==> src/rtl/regfile_write_arbiter_if.sv <==
// Register-file write-port bundle shared by the WB stage, the long-latency unit
// and the register file. The slave modport is the arbiter; master is the
// requester/consumer side.
interface regfile_write_arbiter_if #(
  parameter int unsigned XLEN       = 32,
  parameter int unsigned REG_ADDR_W = 5
);
  logic                  wb_valid;
  logic [REG_ADDR_W-1:0] wb_rd;
  logic [XLEN-1:0]       wb_data;
  logic                  wb_stall;
  logic                  lu_valid;
  logic [REG_ADDR_W-1:0] lu_rd;
  logic [XLEN-1:0]       lu_data;
  logic                  lu_ready;
  logic                  rf_write_en;
  logic [REG_ADDR_W-1:0] rf_rd;
  logic [XLEN-1:0]       rf_rd_data;
  logic                  rf_src_lu;

  modport slave (
    input  wb_valid, wb_rd, wb_data, lu_valid, lu_rd, lu_data,
    output wb_stall, lu_ready, rf_write_en, rf_rd, rf_rd_data, rf_src_lu
  );

  modport master (
    output wb_valid, wb_rd, wb_data, lu_valid, lu_rd, lu_data,
    input  wb_stall, lu_ready, rf_write_en, rf_rd, rf_rd_data, rf_src_lu
  );
endinterface

==> src/rtl/regfile_write_arbiter.sv <==
// Arbitrates the single register-file write port between WB (priority) and a
// long-latency unit. After MAX_WAIT consecutive lost cycles the LU is forced
// through for one cycle while WB stalls. Writes to x0 complete the handshake
// but are suppressed. Optional perf counters under macro WBARB_PERF_EN.
module regfile_write_arbiter #(
  parameter int unsigned XLEN       = 32,
  parameter int unsigned REG_ADDR_W = 5,
  parameter int unsigned MAX_WAIT   = 4
) (
  input logic                    clk,
  input logic                    rst,
  regfile_write_arbiter_if.slave bus
`ifdef WBARB_PERF_EN
  ,
  output logic [31:0]            perf_conflicts,
  output logic [31:0]            perf_forced
`endif
);

  typedef enum logic [0:0] {StArb, StForceLu} state_e;

  localparam logic [3:0] WaitMax  = 4'(MAX_WAIT);
  localparam logic [3:0] WaitLast = 4'(MAX_WAIT - 1);

  state_e                state_q;
  logic [3:0]            wait_cnt_q;
  logic                  rf_write_en_q;
  logic [REG_ADDR_W-1:0] rf_rd_q;
  logic [XLEN-1:0]       rf_rd_data_q;
  logic                  rf_src_lu_q;

  logic                  grant_wb;
  logic                  grant_lu;
  logic                  lu_ready;
  logic                  wb_stall;
  logic                  lu_blocked;
  logic [REG_ADDR_W-1:0] grant_rd;
  logic [XLEN-1:0]       grant_data;

  // Grant decode and combinational handshake outputs.
  always_comb begin
    grant_wb = 1'b0;
    grant_lu = 1'b0;
    lu_ready = 1'b0;
    wb_stall = 1'b0;
    case (state_q)
      StForceLu: begin
        lu_ready = bus.lu_valid;
        wb_stall = bus.wb_valid;
        grant_lu = bus.lu_valid;
      end
      default: begin
        grant_wb = bus.wb_valid;
        grant_lu = bus.lu_valid & ~bus.wb_valid;
        lu_ready = bus.lu_valid & ~bus.wb_valid;
      end
    endcase
    lu_blocked = bus.lu_valid & ~lu_ready;
    grant_rd   = grant_lu ? bus.lu_rd : bus.wb_rd;
    grant_data = grant_lu ? bus.lu_data : bus.wb_data;
  end

  // FSM, starvation counter and registered write port.
  always_ff @(posedge clk) begin
    if (rst) begin
      state_q       <= StArb;
      wait_cnt_q    <= '0;
      rf_write_en_q <= 1'b0;
      rf_rd_q       <= '0;
      rf_rd_data_q  <= '0;
      rf_src_lu_q   <= 1'b0;
    end else begin
      case (state_q)
        StForceLu: state_q <= StArb;
        default: begin
          // Force fires after exactly MAX_WAIT blocked cycles.
          if (lu_blocked && (wait_cnt_q == WaitLast)) state_q <= StForceLu;
        end
      endcase

      if (!bus.lu_valid || lu_ready) begin
        wait_cnt_q <= '0;
      end else if (wait_cnt_q != WaitMax) begin
        wait_cnt_q <= wait_cnt_q + 4'd1;
      end

      if (grant_wb || grant_lu) begin
        // x0 is hardwired: accept the request but write nothing.
        rf_write_en_q <= |grant_rd;
        rf_rd_q       <= grant_rd;
        rf_rd_data_q  <= (|grant_rd) ? grant_data : '0;
        rf_src_lu_q   <= grant_lu;
      end else begin
        rf_write_en_q <= 1'b0;
      end
    end
  end

  assign bus.lu_ready    = lu_ready;
  assign bus.wb_stall    = wb_stall;
  assign bus.rf_write_en = rf_write_en_q;
  assign bus.rf_rd       = rf_rd_q;
  assign bus.rf_rd_data  = rf_rd_data_q;
  assign bus.rf_src_lu   = rf_src_lu_q;

`ifdef WBARB_PERF_EN
  logic [31:0] perf_conflicts_q;
  logic [31:0] perf_forced_q;

  // Free-running event counters; wrap naturally at 2^32.
  always_ff @(posedge clk) begin
    if (rst) begin
      perf_conflicts_q <= '0;
      perf_forced_q    <= '0;
    end else begin
      if (bus.wb_valid && bus.lu_valid) perf_conflicts_q <= perf_conflicts_q + 32'd1;
      if (state_q == StForceLu) perf_forced_q <= perf_forced_q + 32'd1;
    end
  end

  assign perf_conflicts = perf_conflicts_q;
  assign perf_forced    = perf_forced_q;
`endif

  // Requester protocol checks.
  a_lu_hold : assert property (@(posedge clk) disable iff (rst)
    bus.lu_valid && !lu_ready |=> bus.lu_valid);
  a_lu_stable : assert property (@(posedge clk) disable iff (rst)
    bus.lu_valid && !lu_ready |=> $stable(bus.lu_rd) && $stable(bus.lu_data));
  a_wb_stable : assert property (@(posedge clk) disable iff (rst)
    wb_stall |=> bus.wb_valid && $stable(bus.wb_rd) && $stable(bus.wb_data));
  a_force_has_lu : assert property (@(posedge clk) disable iff (rst)
    state_q == StForceLu |-> bus.lu_valid);

endmodule

==> src/flat_wrapper.sv <==
// flat-port wrapper written by rule: the top's interface ports become plain ports
module regfile_write_arbiter_flat 
#(
  parameter int unsigned XLEN       = 32,
  parameter int unsigned REG_ADDR_W = 5,
  parameter int unsigned MAX_WAIT   = 4
)
  (clk, rst, bus_wb_valid, bus_wb_rd, bus_wb_data, bus_lu_valid, bus_lu_rd, bus_lu_data, bus_wb_stall, bus_lu_ready, bus_rf_write_en, bus_rf_rd, bus_rf_rd_data, bus_rf_src_lu);
  regfile_write_arbiter_if #(.XLEN(XLEN), .REG_ADDR_W(REG_ADDR_W)) bus_i ();
  input logic clk;
  input logic rst;
  input wire logic [$bits(bus_i.wb_valid)-1:0] bus_wb_valid;
  input wire logic [$bits(bus_i.wb_rd)-1:0] bus_wb_rd;
  input wire logic [$bits(bus_i.wb_data)-1:0] bus_wb_data;
  input wire logic [$bits(bus_i.lu_valid)-1:0] bus_lu_valid;
  input wire logic [$bits(bus_i.lu_rd)-1:0] bus_lu_rd;
  input wire logic [$bits(bus_i.lu_data)-1:0] bus_lu_data;
  output wire logic [$bits(bus_i.wb_stall)-1:0] bus_wb_stall;
  output wire logic [$bits(bus_i.lu_ready)-1:0] bus_lu_ready;
  output wire logic [$bits(bus_i.rf_write_en)-1:0] bus_rf_write_en;
  output wire logic [$bits(bus_i.rf_rd)-1:0] bus_rf_rd;
  output wire logic [$bits(bus_i.rf_rd_data)-1:0] bus_rf_rd_data;
  output wire logic [$bits(bus_i.rf_src_lu)-1:0] bus_rf_src_lu;
  assign bus_i.wb_valid = bus_wb_valid;
  assign bus_i.wb_rd = bus_wb_rd;
  assign bus_i.wb_data = bus_wb_data;
  assign bus_i.lu_valid = bus_lu_valid;
  assign bus_i.lu_rd = bus_lu_rd;
  assign bus_i.lu_data = bus_lu_data;
  assign bus_wb_stall = bus_i.wb_stall;
  assign bus_lu_ready = bus_i.lu_ready;
  assign bus_rf_write_en = bus_i.rf_write_en;
  assign bus_rf_rd = bus_i.rf_rd;
  assign bus_rf_rd_data = bus_i.rf_rd_data;
  assign bus_rf_src_lu = bus_i.rf_src_lu;
  regfile_write_arbiter #(.XLEN(XLEN), .REG_ADDR_W(REG_ADDR_W), .MAX_WAIT(MAX_WAIT)) u_core (.clk(clk), .rst(rst), .bus(bus_i));
endmodule
==> config.mk <==
export PLATFORM = sky130hd
export DESIGN_NAME = regfile_write_arbiter_flat
export DESIGN_NICKNAME = d
export VERILOG_FILES = /design/src/rtl/regfile_write_arbiter_if.sv /design/src/rtl/regfile_write_arbiter.sv /design/src/flat_wrapper.sv
export SDC_FILE = /design/constraint.sdc
export NUM_CORES = 1
export LEC_CHECK = 0
export CORE_MARGIN = 5
export CORE_UTILIZATION = 37
export DETAILED_ROUTE_END_ITERATION = 8
export PLACE_DENSITY = 0.87
export RECOVER_POWER = 100
export SLEW_MARGIN = 20
export SYNTH_ARGS = -nofsm -noshare
export SYNTH_HDL_FRONTEND = slang
export SYNTH_SLANG_ARGS = --single-unit
==> constraint.sdc <==
create_clock -name clk -period 1.7 [get_ports clk]
set_input_delay 0.34 -clock clk [delete_from_list [all_inputs] [get_ports clk]]
set_output_delay 0.34 -clock clk [all_outputs]
set_load 0.1 [all_outputs]
# ---- Yosys cells after proc, flatten, opt, wreduce, memory -nomap -nowiden
# Cells that the tools add are included.
dict set report op_classes {
  add_sub_neg 1
  multipliers 0
  div 0
  n_lt_le_gt_ge 0
  n_eq_ne 2
  shift 0
  n_mux 7
  bitwise 5
  reduce_logical 8
}
# operator count
set ops {}
lappend ops {{two-way mux 32 bit} 2}
lappend ops {{OR reduction 2 bit} 3}
lappend ops {{two-way mux 5 bit} 1}
lappend ops {{OR reduction 5 bit} 1}
lappend ops {{adder 4 x 1 -> 4 bit (second input constant)} 1}
lappend ops {{== test 4 x 2 -> 1 bit (second input constant)} 1}
lappend ops {{two-way mux 1 bit} 4}
lappend ops {{inequality test 4 x 3 -> 1 bit (second input constant)} 1}
lappend ops {{inverter 1 bit} 3}
lappend ops {{bitwise AND 1 bit} 2}
lappend ops {{logical OR 1 bit} 2}
lappend ops {{logical AND 1 bit} 1}
lappend ops {{logical NOT 1 bit} 1}
dict set report word_totals {
  register_bits 44
  latch_bits 0
  ram_bits 0
  romBits 0
  input_bits 78
  elab_cells 29
  n_memories 0
}

# ---- Logic depth before layout (Yosys ltp)
dict set report depth {
  ltp_word 7
  ltp_mapped 6
}

# ---- Least setup slack after synthesis
# Ideal clock, no wire load.
dict set report synth_path {
  kind {input to register}
  from {input port bus_lu_valid}
  to {register u_core.rf_rd_data_q[10], in the netlist u_core.bus.rf_rd_data[10]}
  setup_ns 0.118
  arrival_time_ns 1.877
  t_required_ns 1.582
  setup_slack_ns -0.296
  path_stages 5
  path_buffers 2
  path_cell_list {clkbuf_1 -> and2_1 -> a211o_4 -> buf_12 -> o21ai_2}
}
dict set report synth_between {
  elab_chain_len 5
  elab_cells_between_ends 7
}
# item line_no
set synth_rtl {}
lappend synth_rtl {{from (decl)} flat_wrapper.sv:15} ;# input wire logic [$bits(bus_i.lu_valid)-1:0] bus_lu_valid;
lappend synth_rtl {{bitwise AND 1 bit} n/a}
lappend synth_rtl {{two-way mux 1 bit *} n/a}
lappend synth_rtl {{via bus_lu_ready} flat_wrapper.sv:19} ;# output wire logic [$bits(bus_i.lu_ready)-1:0] bus_lu_ready;
lappend synth_rtl {{two-way mux 5 bit} regfile_write_arbiter.sv:59} ;# grant_rd = grant_lu ? bus.lu_rd : bus.wb_rd;
lappend synth_rtl {{OR reduction 5 bit} regfile_write_arbiter.sv:91} ;# rf_rd_data_q <= (|grant_rd) ? grant_data : '0;
lappend synth_rtl {{two-way mux 32 bit} regfile_write_arbiter.sv:91}
lappend synth_rtl {{to (signal assigned)} regfile_write_arbiter.sv:91}
lappend synth_rtl {{to (decl)} regfile_write_arbiter.sv:29} ;# logic [XLEN-1:0] rf_rd_data_q;
# The timed path passes the listed nets; every way through them passes the cells marked *.
# A chain may end at the register's enable or synchronous reset.

# ---- Worst setup path in the final report
dict set report layout_path {
  from {input port bus_wb_rd[4]}
  to {register u_core.rf_rd_data_q[27], in the netlist u_core.bus.rf_rd_data[27]}
}
dict set report layout_between {
  elab_chain_len 3
}
# item line_no
set layout_rtl {}
lappend layout_rtl {{from (decl)} flat_wrapper.sv:13} ;# input wire logic [$bits(bus_i.wb_rd)-1:0] bus_wb_rd;
lappend layout_rtl {{two-way mux 5 bit} regfile_write_arbiter.sv:59}
lappend layout_rtl {{OR reduction 5 bit} regfile_write_arbiter.sv:91}
lappend layout_rtl {{two-way mux 32 bit} regfile_write_arbiter.sv:91}
# Every way passes these cells.

==> impl_metrics.tcl <==
set metrics [dict create \
    status "completed" \
    initial_core_util_pct 38.0 \
    layout-drive-gt1-share_pct 26.4 \
    dieArea_mm2 0.00727 \
    worst-path-max-fanout 8 \
    cts_hold_buf 0 \
    yosys.area.top_type_share_pct 42.1 \
    period_needed_ns 1.68 \
    diodes 0 \
    finalNonFillerCells 447 \
    drv_cap 0 \
    dp_slack_ns -0.438 \
    slowest_stage "or4_4" \
    grt_pass1_wl_um 11500 \
    chipWidth_um 85.2 \
    drtAntennaViolNets 0 \
    relSlewSlack_pct 62.4 \
    multi_input_area_mm2 0.00105 \
    dp_hpwl_um 5440 \
    power_density_mw_per_mm2 857 \
    nNetsFinal 454 \
    drt_first_pass_iters 6 \
    io_buffer_count 118 \
    ys_ff_latch 44 \
    final_core_util_pct 62.4 \
    wirelength_um 7390 \
    yosysSeqAreaShare_pct 42.1 \
    clkTransAtPathRegs_ns 0.08 \
    place_area_mm2 0.00387 \
    power.leakage_nw 1.55 \
    grt_setup_unrepaired "false" \
    hold_violations 0 \
    drcViolationCount 0 \
    crit_chain "dlygate4sd2_1 -> or4_4 -> a211oi_2 -> a211o_4 -> buf_12 -> buf_16 -> o21ai_1" \
    postSynthAreaPerCell_um2 8.69 \
    clk_latency_ns 0.29 \
    critPathLaunchType "input port" \
    cp_top_family "simple AND/OR/NAND/NOR gates" \
    finalWorstSetupSlack_ns 0.0245 \
    cts_tree "built" \
    cts_root_buffer "clkbuf_8" \
    fmax_ghz 0.597 \
    critPathKind "in2reg" \
    setup_tns_ns 0 \
    pin_count 119 \
    grt_pass1_vias 2339 \
    vias_per_cell 5.00 \
    grt_antenna_before_repair 0 \
    end_kind "flop" \
    grt_usage_pct 19.8 \
    yosysWarnings 0 \
    ir_worst_vdd_mv 0.716 \
    area_growth_pct 64.1 \
    dpl.cell_count 432 \
    netlist_instances 241 \
    grt_overflow_total 0 \
    seq_area_um2 882 \
    period_share_pct 98.6 \
    slew_viol_final 0 \
    fin_skew_ns 0.00293 \
    vias 2234 \
    coreArea_mm2 0.00551 \
    final_area_mm2 0.00344 \
    wl_per_cell_um 16.5 \
    numCtsBuffers 5 \
    hold_slack_ns 0.457 \
    syn_area_mm2 0.00209 \
    clkSinkCount 44 \
    routabilityCongestion 0.804 \
    syn_nets 321 \
    tightest_slew_ns 0.567 \
    htreeDepth 2 \
    die_y_um 85.2 \
    setup_viol 0 \
    cp.buffers_inverters 3 \
    p_total_mw 2.94 \
    clockBufferDepth 2 \
    hold_path_class "reg2reg" \
    cpPeakStageDelay_ns 0.54 \
    synth_top_area_cell "dfxtp_1" \
    cp.required_ns 1.89 \
    grt_max_degree 40 \
    first_iter_violations 83 \
    num-fill-cells 484 \
    fp-row-count 27 \
    arrival_ns 1.86 \
    synthTopCellsByArea "dfxtp_1, o21ai_2, and3_1" \
    ys_types 29 \
]
cells in the final DEF (no fill, tap or decap), types with 2 or more instances in the layout:
cell / synthesis / routed
clkdlybuf4s50_1: 0 / 67
clkbuf_1: 15 / 3
nor2_1: 13 / 12
dlygate4sd2_1: 0 / 9
dfxtp_1: 44 / 43
ha_1: 2 / 2
nand2_1: 33 / 33
and3_1: 31 / 31
nand3_1: 2 / 2
clkbuf_2: 0 / 40
nand3b_1: 2 / 2
inv_1: 3 / 3
or4_4: 1 / 2
a211oi_1: 5 / 5
buf_16: 0 / 2
mux2i_1: 6 / 6
buf_12: 3 / 7
o21ai_1: 0 / 3
clkbuf_8: 0 / 5
buf_4: 0 / 17
a21oi_1: 32 / 32
o21ai_2: 28 / 16
nand2b_1: 2 / 2
o21ai_0: 4 / 13
area by class of cell:
cell class,instances,share of cell area [%]
repair buffers,146,37.8
multi-input cells,174,30.5
flip-flops and latches,44,25.7
well taps,72,2.62
clock buffers,6,2.11
clock inverters,2,1.02
inverters,3,0.328
sequential cells by signal (all words and copies together), names as in the netlist:
name	cells
u_core.state_q	1
u_core.bus.rf_write_en	1
u_core.bus.rf_rd	5
u_core.bus.rf_src_lu	1
u_core.wait_cnt_q	4
u_core.bus.rf_rd_data	32
power breakdown:
group / internal (mW) / switching (mW)
Combinational: 0.334 / 0.703
Clock: 0.436 / 0.340
Sequential: 1.10 / 0.0345
tightest hold or removal path, stage by stage (launching register included):
cell and delay (ns):
dfxtp_1 0.32, nand2_1 0.05, o21ai_1 0.05
what timing repair did:
| item | 4_1_cts | 5_1_grt |
|---|---|---|
| setup endpoints to repair | 34 | 13 |
| cloned | 2 | 0 |
| pin swaps | 5 | 3 |
| resized for setup | 14 | 2 |
| buffers inserted | 4 | 1 |
layer usage:
metal / share of wire [%] / global-route usage, % / routed length, um / vias up
met5: 0 / 0 / 0 / -
met4: 2.2 / 6.04 / 162 / 0
met3: 5.7 / 5.83 / 424 / 17
met2: 53 / 37.6 / 3900 / 84
met1: 39 / 20.6 / 2900 / 1021
li1: - / - / - / 1112
cell families after synthesis:
family | Yosys count | synth area share, %
buf+inv | 23 | 6.57
flops | 44 | 42.1
simple gates | 91 | 22.0
xor+xnor | 1 | 0.418
mux | 6 | 2.87
compound gates | 74 | 24.9
fa+ha+maj | 2 | 1.19
cell usage after synthesis:
library cell and number:
o21ai_0 4, nand2_1 33, buf_12 3, nor3_1 2, ha_1 2, and3_1 31
a21oi_1 32, o21a_1 1, xnor2_1 1, or4_4 1, clkbuf_1 15, buf_2 2
nor4b_1 1, a211oi_2 1, or4_1 1, o2bb2ai_2 1, o22ai_1 1, nor2b_1 1
a211o_4 1, a211oi_1 5, and2_1 2, nand2b_1 2, mux2i_1 6, nand3b_1 2
nand3_1 2, dfxtp_1 44, nor2_1 13, inv_1 3, o21ai_2 28
path summary, 6_finish.rpt:
| path | endpoint | cells after the start | start | slack, ns |
|---|---|---|---|---|
| worst max-delay path | u_core.bus.rf_rd_data[27]$_SDFFE_PP0P_ | 7 | bus_wb_rd[4] | 0.02 |
| worst min-delay path | u_core.bus.rf_rd_data[10]$_SDFFE_PP0P_ | 2 | u_core.bus.rf_rd_data[10]$_SDFFE_PP0P_ | 0.46 |
| worst max register to register | u_core.bus.rf_rd_data[27]$_SDFFE_PP0P_ | 8 | u_core.state_q$_SDFF_PP0_ | 0.08 |
| worst min register to register | u_core.bus.rf_rd_data[10]$_SDFFE_PP0P_ | 2 | u_core.bus.rf_rd_data[10]$_SDFFE_PP0P_ | 0.46 |
No activity file was read; power rests on OpenSTA's default activity.
